### src/rtl/alu_vector_sequencer_if.sv
// alu_vector_sequencer_if: control, ALU drive/return and result bus of the vector sequencer
interface alu_vector_sequencer_if;
    logic        start;
    logic        abort;
    logic        step_mode;
    logic        step;
    logic [31:0] alu_f;
    logic        alu_zf;
    logic        alu_of;
    logic [2:0]  alu_op;
    logic [31:0] alu_a;
    logic [31:0] alu_b;
    logic [5:0]  idx;
    logic        busy;
    logic        done;
    logic [31:0] last_f;
    logic [6:0]  zf_cnt;
    logic [6:0]  of_cnt;
    logic [31:0] signature;
    modport master (
        output start, abort, step_mode, step, alu_f, alu_zf, alu_of,
        input  alu_op, alu_a, alu_b, idx, busy, done, last_f, zf_cnt, of_cnt, signature
    );
    modport slave (
        input  start, abort, step_mode, step, alu_f, alu_zf, alu_of,
        output alu_op, alu_a, alu_b, idx, busy, done, last_f, zf_cnt, of_cnt, signature
    );
endinterface

### src/rtl/alu_vector_sequencer.sv
// alu_vector_sequencer: walks 8 operand pairs x 8 opcodes into an external ALU,
// capturing F/ZF/OF into flag counts and a rotate-xor signature.
module alu_vector_sequencer #(
    parameter int          SETTLE_CYCLES = 2,
    parameter logic [31:0] SIG_SEED      = 32'hFFFF_FFFF
) (
    input logic                  clk,
    input logic                  rst_n,
    alu_vector_sequencer_if.slave bus
);
    typedef enum logic [2:0] {IDLE, DRIVE, CAPTURE, PAUSE, DONE} state_t;
    localparam logic [3:0] LAST_CNT = 4'(SETTLE_CYCLES - 1);
    state_t      r_state;
    logic [5:0]  r_idx;
    logic [3:0]  r_cnt;
    logic [31:0] r_last_f;
    logic [6:0]  r_zf_cnt;
    logic [6:0]  r_of_cnt;
    logic [31:0] r_sig;
    logic        r_busy;
    logic        r_done;
    logic [31:0] w_a;
    logic [31:0] w_b;
    logic        w_go;
    logic        w_abort;
    // abort outranks start, so a simultaneous pair leaves the sequencer idle
    assign w_go    = bus.start && !bus.abort && (r_state == IDLE || r_state == DONE);
    assign w_abort = bus.abort && r_busy;
    always_comb begin
        w_a = 32'h0000_0000;
        w_b = 32'hFFFF_FFFF;
        case (r_idx[5:3])
            3'd1:    begin w_a = 32'h0000_0003; w_b = 32'h0000_0607; end
            3'd2:    begin w_a = 32'h8000_0000; w_b = 32'h8000_0000; end
            3'd3:    begin w_a = 32'h7FFF_FFFF; w_b = 32'h7FFF_FFFF; end
            3'd4:    begin w_a = 32'hFFFF_FFFF; w_b = 32'hFFFF_FFFF; end
            3'd5:    begin w_a = 32'h8000_0000; w_b = 32'hFFFF_FFFF; end
            3'd6:    begin w_a = 32'hFFFF_FFFF; w_b = 32'h8000_0000; end
            3'd7:    begin w_a = 32'h1234_5678; w_b = 32'h3333_2222; end
            default: ;
        endcase
    end
    always_ff @(posedge clk or negedge rst_n) begin
        if (!rst_n) begin
            r_state  <= IDLE;
            r_idx    <= '0;
            r_cnt    <= '0;
            r_last_f <= '0;
            r_zf_cnt <= '0;
            r_of_cnt <= '0;
            r_sig    <= SIG_SEED;
            r_busy   <= 1'b0;
            r_done   <= 1'b0;
        end else if (w_go) begin
            r_state  <= DRIVE;
            r_idx    <= '0;
            r_cnt    <= '0;
            r_last_f <= '0;
            r_zf_cnt <= '0;
            r_of_cnt <= '0;
            r_sig    <= SIG_SEED;
            r_busy   <= 1'b1;
            r_done   <= 1'b0;
        end else if (w_abort) begin
            r_state <= IDLE;
            r_cnt   <= '0;
            r_busy  <= 1'b0;
            r_done  <= 1'b0;
        end else begin
            case (r_state)
                DRIVE: begin
                    r_cnt   <= (r_cnt == LAST_CNT) ? 4'd0 : r_cnt + 4'd1;
                    r_state <= (r_cnt == LAST_CNT) ? CAPTURE : DRIVE;
                end
                CAPTURE: begin
                    r_last_f <= bus.alu_f;
                    r_zf_cnt <= r_zf_cnt + 7'(bus.alu_zf);
                    r_of_cnt <= r_of_cnt + 7'(bus.alu_of);
                    r_sig    <= {r_sig[30:0], r_sig[31]} ^ bus.alu_f;
                    if (r_idx == 6'd63) begin
                        r_state <= DONE;
                        r_busy  <= 1'b0;
                        r_done  <= 1'b1;
                    end else begin
                        r_idx   <= r_idx + 6'd1;
                        r_state <= bus.step_mode ? PAUSE : DRIVE;
                    end
                end
                PAUSE:   r_state <= bus.step ? DRIVE : PAUSE;
                default: ;
            endcase
        end
    end
    assign bus.alu_op    = r_idx[2:0];
    assign bus.alu_a     = w_a;
    assign bus.alu_b     = w_b;
    assign bus.idx       = r_idx;
    assign bus.busy      = r_busy;
    assign bus.done      = r_done;
    assign bus.last_f    = r_last_f;
    assign bus.zf_cnt    = r_zf_cnt;
    assign bus.of_cnt    = r_of_cnt;
    assign bus.signature = r_sig;
endmodule

### src/flat_wrapper.sv
// flat-port wrapper written by rule: the top's interface ports become plain ports
module alu_vector_sequencer_flat 
#(
    parameter int          SETTLE_CYCLES = 2,
    parameter logic [31:0] SIG_SEED      = 32'hFFFF_FFFF
)
  (clk, rst_n, bus_start, bus_abort, bus_step_mode, bus_step, bus_alu_f, bus_alu_zf, bus_alu_of, bus_alu_op, bus_alu_a, bus_alu_b, bus_idx, bus_busy, bus_done, bus_last_f, bus_zf_cnt, bus_of_cnt, bus_signature);
  alu_vector_sequencer_if bus_i ();
  input logic clk;
  input logic rst_n;
  input wire logic [$bits(bus_i.start)-1:0] bus_start;
  input wire logic [$bits(bus_i.abort)-1:0] bus_abort;
  input wire logic [$bits(bus_i.step_mode)-1:0] bus_step_mode;
  input wire logic [$bits(bus_i.step)-1:0] bus_step;
  input wire logic [$bits(bus_i.alu_f)-1:0] bus_alu_f;
  input wire logic [$bits(bus_i.alu_zf)-1:0] bus_alu_zf;
  input wire logic [$bits(bus_i.alu_of)-1:0] bus_alu_of;
  output wire logic [$bits(bus_i.alu_op)-1:0] bus_alu_op;
  output wire logic [$bits(bus_i.alu_a)-1:0] bus_alu_a;
  output wire logic [$bits(bus_i.alu_b)-1:0] bus_alu_b;
  output wire logic [$bits(bus_i.idx)-1:0] bus_idx;
  output wire logic [$bits(bus_i.busy)-1:0] bus_busy;
  output wire logic [$bits(bus_i.done)-1:0] bus_done;
  output wire logic [$bits(bus_i.last_f)-1:0] bus_last_f;
  output wire logic [$bits(bus_i.zf_cnt)-1:0] bus_zf_cnt;
  output wire logic [$bits(bus_i.of_cnt)-1:0] bus_of_cnt;
  output wire logic [$bits(bus_i.signature)-1:0] bus_signature;
  assign bus_i.start = bus_start;
  assign bus_i.abort = bus_abort;
  assign bus_i.step_mode = bus_step_mode;
  assign bus_i.step = bus_step;
  assign bus_i.alu_f = bus_alu_f;
  assign bus_i.alu_zf = bus_alu_zf;
  assign bus_i.alu_of = bus_alu_of;
  assign bus_alu_op = bus_i.alu_op;
  assign bus_alu_a = bus_i.alu_a;
  assign bus_alu_b = bus_i.alu_b;
  assign bus_idx = bus_i.idx;
  assign bus_busy = bus_i.busy;
  assign bus_done = bus_i.done;
  assign bus_last_f = bus_i.last_f;
  assign bus_zf_cnt = bus_i.zf_cnt;
  assign bus_of_cnt = bus_i.of_cnt;
  assign bus_signature = bus_i.signature;
  alu_vector_sequencer #(.SETTLE_CYCLES(SETTLE_CYCLES), .SIG_SEED(SIG_SEED)) u_core (.clk(clk), .rst_n(rst_n), .bus(bus_i));
endmodule
### config.mk
export PLATFORM = sky130hd
export DESIGN_NAME = alu_vector_sequencer_flat
export DESIGN_NICKNAME = d
export VERILOG_FILES = /design/src/rtl/alu_vector_sequencer_if.sv /design/src/rtl/alu_vector_sequencer.sv /design/src/flat_wrapper.sv
export SDC_FILE = /design/constraint.sdc
export NUM_CORES = 1
export LEC_CHECK = 0
export CORE_MARGIN = 1
export CORE_UTILIZATION = 40
export DETAILED_ROUTE_END_ITERATION = 7
export GPL_TIMING_DRIVEN = 0
export HOLD_SLACK_MARGIN = 0.15
export PLACE_DENSITY = 0.78
export SKIP_LAST_GASP = 1
export SYNTH_ARGS = -nofsm -noshare
export SYNTH_HDL_FRONTEND = slang
export SYNTH_SLANG_ARGS = --single-unit
export TNS_END_PERCENT = 5
### constraint.sdc
create_clock -name clk -period 5.2 [get_ports clk]
set_clock_uncertainty 0.05 [all_clocks]
set_input_delay 1.04 -clock clk [delete_from_list [all_inputs] [get_ports clk]]
set_output_delay 1.04 -clock clk [all_outputs]
set_load 0.03 [all_outputs]
Word-level counts from Yosys, hierarchy flattened

Index checks and enable logic that the tools add are counted.

Register bits: 93
Latch bits: 0
Memory bits (writable): 0
Memory bits (read-only): 0
Input port bits: 40
Word-level logic and storage cells: 83
Memories kept: 0

Add/subtract/negate cells: 4
$mul: 0
Divide/modulo/power cells: 0
Order comparisons: 0
Equality and inequality tests: 15
Shift operators: 0
Multiplexer cells: 37
Bitwise logic cells: 1
Reductions and logical operators: 17

Operators by type and width:

| kind                  | count |
|---|---|
| $mux W32              | 6 |
| $pmux W32 S5          | 1 |
| $pmux W32 S4          | 1 |
| $mux W7               | 6 |
| $xor A32 B32 Y32      | 1 |
| $mux W6               | 4 |
| $mux W4               | 4 |
| $eq A3 B3 Y1 const B  | 5 |
| $add A7 B1 Y7         | 2 |
| $eq A3 B2 Y1 const B  | 4 |
| $mux W3               | 3 |
| $pmux W3 S3           | 1 |
| $reduce_bool A3 Y1    | 3 |
| $mux W1               | 8 |
| $add A6 B1 Y6 const B | 1 |
| $eq A3 B1 Y1 const B  | 2 |
| $eq A6 B6 Y1 const B  | 1 |
| $mux W2               | 3 |
| $reduce_or A2 Y1      | 3 |
| $reduce_bool A5 Y1    | 1 |
| $add A4 B1 Y4 const B | 1 |
| $eq A4 B1 Y1 const B  | 1 |
| $ne A2 B1 Y1 const B  | 2 |
| $reduce_and A2 Y1     | 2 |
| 6 further kinds       | 8 |

Logic depth before layout (Yosys ltp)

Word-level depth: 5
Depth in mapped cells: 7
Mapped depth without buffers: 6

Least setup slack after synthesis

Ideal clock, no wire load.

Path type: reg-to-output
Start point: register u_core.r_idx[5], in the netlist u_core.bus.idx[5]
End point: output port bus_alu_a[10]
Data arrival time: 2.425 ns
Data required time: 4.110 ns
Setup slack: 1.685 ns
Cell stages (with the launch flop): 4
Cell sequence: dfrtp_1 -> inv_1 -> o21ai_0 -> buf_4

Word-level cells in the longest chain between the ends: 3

Ends and longest elaborated chain:

| item                                                | line                       | source |
|---|---|---|
| from (decl)                                         | alu_vector_sequencer.sv:14 | `logic [5:0] r_idx;` |
| from (signal assigned)                              | alu_vector_sequencer.sv:85 | `r_idx <= r_idx + 6'd1;` |
| $eq A3 B3 Y1 / $eq A3 B2 Y1 (equally long branches) | alu_vector_sequencer.sv:32 | `case (r_idx[5:3])` |
| $reduce_or A2 Y1 (no source line)                   | n/a                        |  |
| $pmux W32 S5 *                                      | alu_vector_sequencer.sv:32 |  |
| to (decl)                                           | flat_wrapper.sv:19         | `output wire logic [$bits(bus_i.alu_a)-1:0] bus_alu_a;` |

Mark *: on every way between the ends. The rest lies on a longest branch, timed or not.

Worst setup path after layout

Start point: register u_core.r_idx[4], in the netlist u_core.bus.idx[4]
End point: output port bus_alu_a[19]

Same word-level chain as after synthesis.

==> metrics.md <==
| Metric | Value |
|---|---|
| Final setup violation count | 0 |
| Gate power share | 9.9% |
| Starting DRT DRC Count | 184 |
| Routed len/inst | 15.63 µm |
| Worst min path class | register to register |
| Cell Pwr Density | 216.2 nW/µm² |
| Slowest Stage Delay on Critical Path | roughly 0.9 ns |
| Worst R2R Path Depth | 6 |
| CP Max Fanout | 16 |
| Static Leakage | 3.205 nW |
| Crit path launch type | register |
| Clock Power Share | 43.5% |
| CP Cell Sequence | clkbuf_1 > inv_1 > o21bai_1 > buf_4 > clkdlybuf4s50_1 |
| Syn Std Cell Area | 4848 µm² |
| Crit path capture | bus_alu_a[19] |
| Hold Buf Count CTS | 0 |
| I/O pin cnt | 193 |
| Worst Path Required | 4.11 ns |
| Starting Density | 41.75% |
| Area growth syn-to-layout | 50.19% |
| Critical Path End Type | output pin |
| Pre-Repair DR Iteration Count | 8 |
| Slowest stage cell on the critical path | o21bai_1 |
| Cts bufs inserted | 9 |
| Area of the core | 11610 µm² |
| Clk slew on worst S/H paths | ~0.07 ns |
| First-pass GRT wire length | between 20 and 25 mm |
| DP Area | 6974 µm² |
| Post-DP HPWL | 10.18 mm |
| Worst EP arrival | 3.05 ns |
| Grt total ovfl | 0 |
| Finished Core Util | 62.70% |
| Sequential share of the synthesized area | 48.83% |
| Most frequent cells in the layout | 191 x clkdlybuf4s50_1, 108 x nand2_1, 61 x dfrtp_1, 59 x buf_4, 47 x nand3_1 |
| Most common cell after layout, fill and taps aside | clkdlybuf4s50_1 |
| # resized after CTS | 0 |
| Total Negative Setup Slacks | 0 ns |
| Critical path class | register to output pin |
| Longest Clk Path Bufs | 2 |
| RR Endpoint | u_core.bus.signature[17]$_DFFE_PN1P_ |
| Final Max Slew Viols | 0 |
| Slew margin rel. | 23.29% |
| H-tree depth reported by CTS | 3 |
| Net switching power | 0.3756 mW |
| CTS Sinks | 93 |
| Outcome | finished with violations |
| R2R setup slack | 3.17 ns |
| N_diodes | 0 |
| Reg2reg start | u_core.r_state[0]$_DFFE_PN0P_ |
| Detailed-route via count | about 4400 |
| TritonCTS clock tree | built |
| Synthesized flop and latch total | 93 |
| FP Rows | 39 |
| Final cell count without fillers | 868 |
| Worst-Skew Late Latency | 0.35 ns |
| Yosys cell types | 39 |
| Via density | between 5 and 6 |
| Failing checks | design-rule violations |
| Nets | 769 |
| Max Freq | between 200 and 250 MHz |
| Fin area | 7282 µm² |
| Final WL | approximately 14 mm |
| Cells after DPL | 852 |
| Synth Warn # | 0 |
| Final Hold Viols | 0 |
| Final worst path period share | 79.53% |
| Post-CTS setup buffers | 0 |
| Port bufs | 192 |
| Initial antenna violation count | 0 |
| Sw Share | 23.85% |
| Die X | between 100 and 150 µm |
| Sequential share of power | 46.6% |
| Unrepaired setup endpoints after global routing | false |
| Max VDD drop | 0.0001534 V |
| Fraction of layout cells with a size suffix above 1 | 16.97% |
| # DRC | 17 |
| Pint | 1.199 mW |
| Vias in the first global route | around 4400 |
| Fin crit period | 4.135 ns |
| CTS root buf | clkbuf_16 |
| Placer Congestion | 0.7859 |
| Die Height | 112.1 µm |
| Total GRT Usage | 22.43% |
| Syn nets | 565 |
| Post-Synthesis Cells | between 500 and 600 |
| Routed Antenna Nets | 0 |
| Worst-margin pin slew | 1.119 ns |
| Largest net degree at the start of global routing | 66 |
| Post-Syn Area per Cell | around 9.4 µm² |
| # Max-Cap Violations | 0 |
| Die ar. | around 13000 µm² |
| Worst Setup SP | u_core.bus.idx[4]$_DFFE_PN0P_ |
-- state kept, by name, indices dropped and copies added, names as in the netlist --
| signal | cells |
|---|---|
| u_core.r_cnt | 4 |
| u_core.bus.done | 1 |
| u_core.bus.signature | 32 |
| u_core.bus.busy | 1 |
| u_core.bus.of_cnt | 7 |
| u_core.bus.idx | 6 |
| u_core.bus.zf_cnt | 7 |
| u_core.bus.last_f | 32 |
| u_core.r_state | 3 |
-- cells in the mapped netlist (all sizes together) --
library cell / instances / area [µm²]
a21o: 1 / 7.510
dfstp: 32 / 840.8
nor2: 17 / 63.81
and4: 1 / 8.760
nand3: 47 / 235.2
nor3: 11 / 55.05
nor4: 1 / 6.260
nand4: 7 / 43.79
mux2i: 6 / 60.06
o41a: 1 / 11.26
or3b: 1 / 8.760
ha: 9 / 112.6
clkbuf: 15 / 56.30
o22ai: 1 / 6.260
o21ai: 8 / 40.04
o21bai: 1 / 7.510
o31a: 1 / 8.760
nand3b: 2 / 15.01
and3: 6 / 37.54
a21oi: 13 / 65.06
xnor2: 34 / 297.8
nor3b: 4 / 35.03
nor4b: 1 / 15.01
inv: 9 / 33.78
a21boi: 1 / 7.510
nand2b: 1 / 6.260
or3: 3 / 18.77
a31oi: 3 / 18.77
nand2: 108 / 405.4
and2: 3 / 18.77
buf: 72 / 503.0
xor2: 5 / 43.79
or4b: 1 / 10.01
o211ai: 28 / 210.2
dfrtp: 61 / 1526
o31ai: 1 / 7.510
-- per-stage QoR --
step	setup WS [ns]	power (mW)	hold WS (ns)
global route	0.7952	1.623	0.4475
global placement	-0.2779	0.8985	0.4191
finish	1.065	1.574	0.4383
floorplan	1.685	0.8158	0.4557
detailed placement	1.351	0.9038	0.4328
CTS	0.9708	1.587	0.4443
-- worst min-delay path by stage --
stage,startpoint,endpoint,cells past startpoint
2_1_floorplan,u_core.r_cnt[3]$_DFFE_PN0P_,u_core.r_cnt[3]$_DFFE_PN0P_,2
3_3_place_gp,u_core.bus.of_cnt[6]$_DFFE_PN0P_,u_core.bus.of_cnt[6]$_DFFE_PN0P_,1
3_5_place_dp,u_core.bus.last_f[28]$_DFFE_PN0P_,u_core.bus.last_f[28]$_DFFE_PN0P_,2
4_1_cts,u_core.bus.zf_cnt[6]$_DFFE_PN0P_,u_core.bus.zf_cnt[6]$_DFFE_PN0P_,1
5_1_grt,u_core.bus.zf_cnt[6]$_DFFE_PN0P_,u_core.bus.zf_cnt[6]$_DFFE_PN0P_,1
6_report,u_core.bus.of_cnt[6]$_DFFE_PN0P_,u_core.bus.of_cnt[6]$_DFFE_PN0P_,1
-- metal layers --
layer  vias up  global-route usage, %  share of wire [%]
li1       2087                      -                  -
met1      2085                  26.99                 41
met2       181                  37.35                 48
met3        20                  7.613                9.4
met4         0                  8.356                1.5
met5         -                      0                  0
-- kinds of logic after synthesis --
| logic type | share of synthesized area, % |
|---|---|
| adders and majority gates | 2.323 |
| muxes | 1.239 |
| buffers and inverters | 12.23 |
| xor gates and xnor gates | 7.045 |
| DFF | 48.83 |
| and+or+nand+nor | 20.28 |
| AOI/OAI and AO/OA | 8.052 |
-- layout make-up --
type / instances / area (µm²)
plain buffers: 87 / 559.3
fillers: 965 / 4332
flip-flops and latches: 93 / 2367
repair buffers: 193 / 1947
inverters: 9 / 33.78
clock inverters: 6 / 68.82
multi-input cells: 327 / 1888
clock buffers: 10 / 239.0
well taps: 143 / 178.9
-- power groups by stage --
stage | clock network [mW] | logic [mW] | registers (mW)
2_1_floorplan | 0 | 0.0632 | 0.753
4_1_cts | 0.695 | 0.158 | 0.733
3_5_place_dp | 0 | 0.158 | 0.746
5_1_grt | 0.722 | 0.167 | 0.734
6_report | 0.685 | 0.156 | 0.733
3_3_place_gp | 0 | 0.153 | 0.746
-- worst max-delay path, delay by kind of cell, from the launching register on --
family          cells  cell delay, ns
flops               1            0.39
compound gates      1            0.90
buf+inv             4            1.41
(Power assumes the default switching activity.)
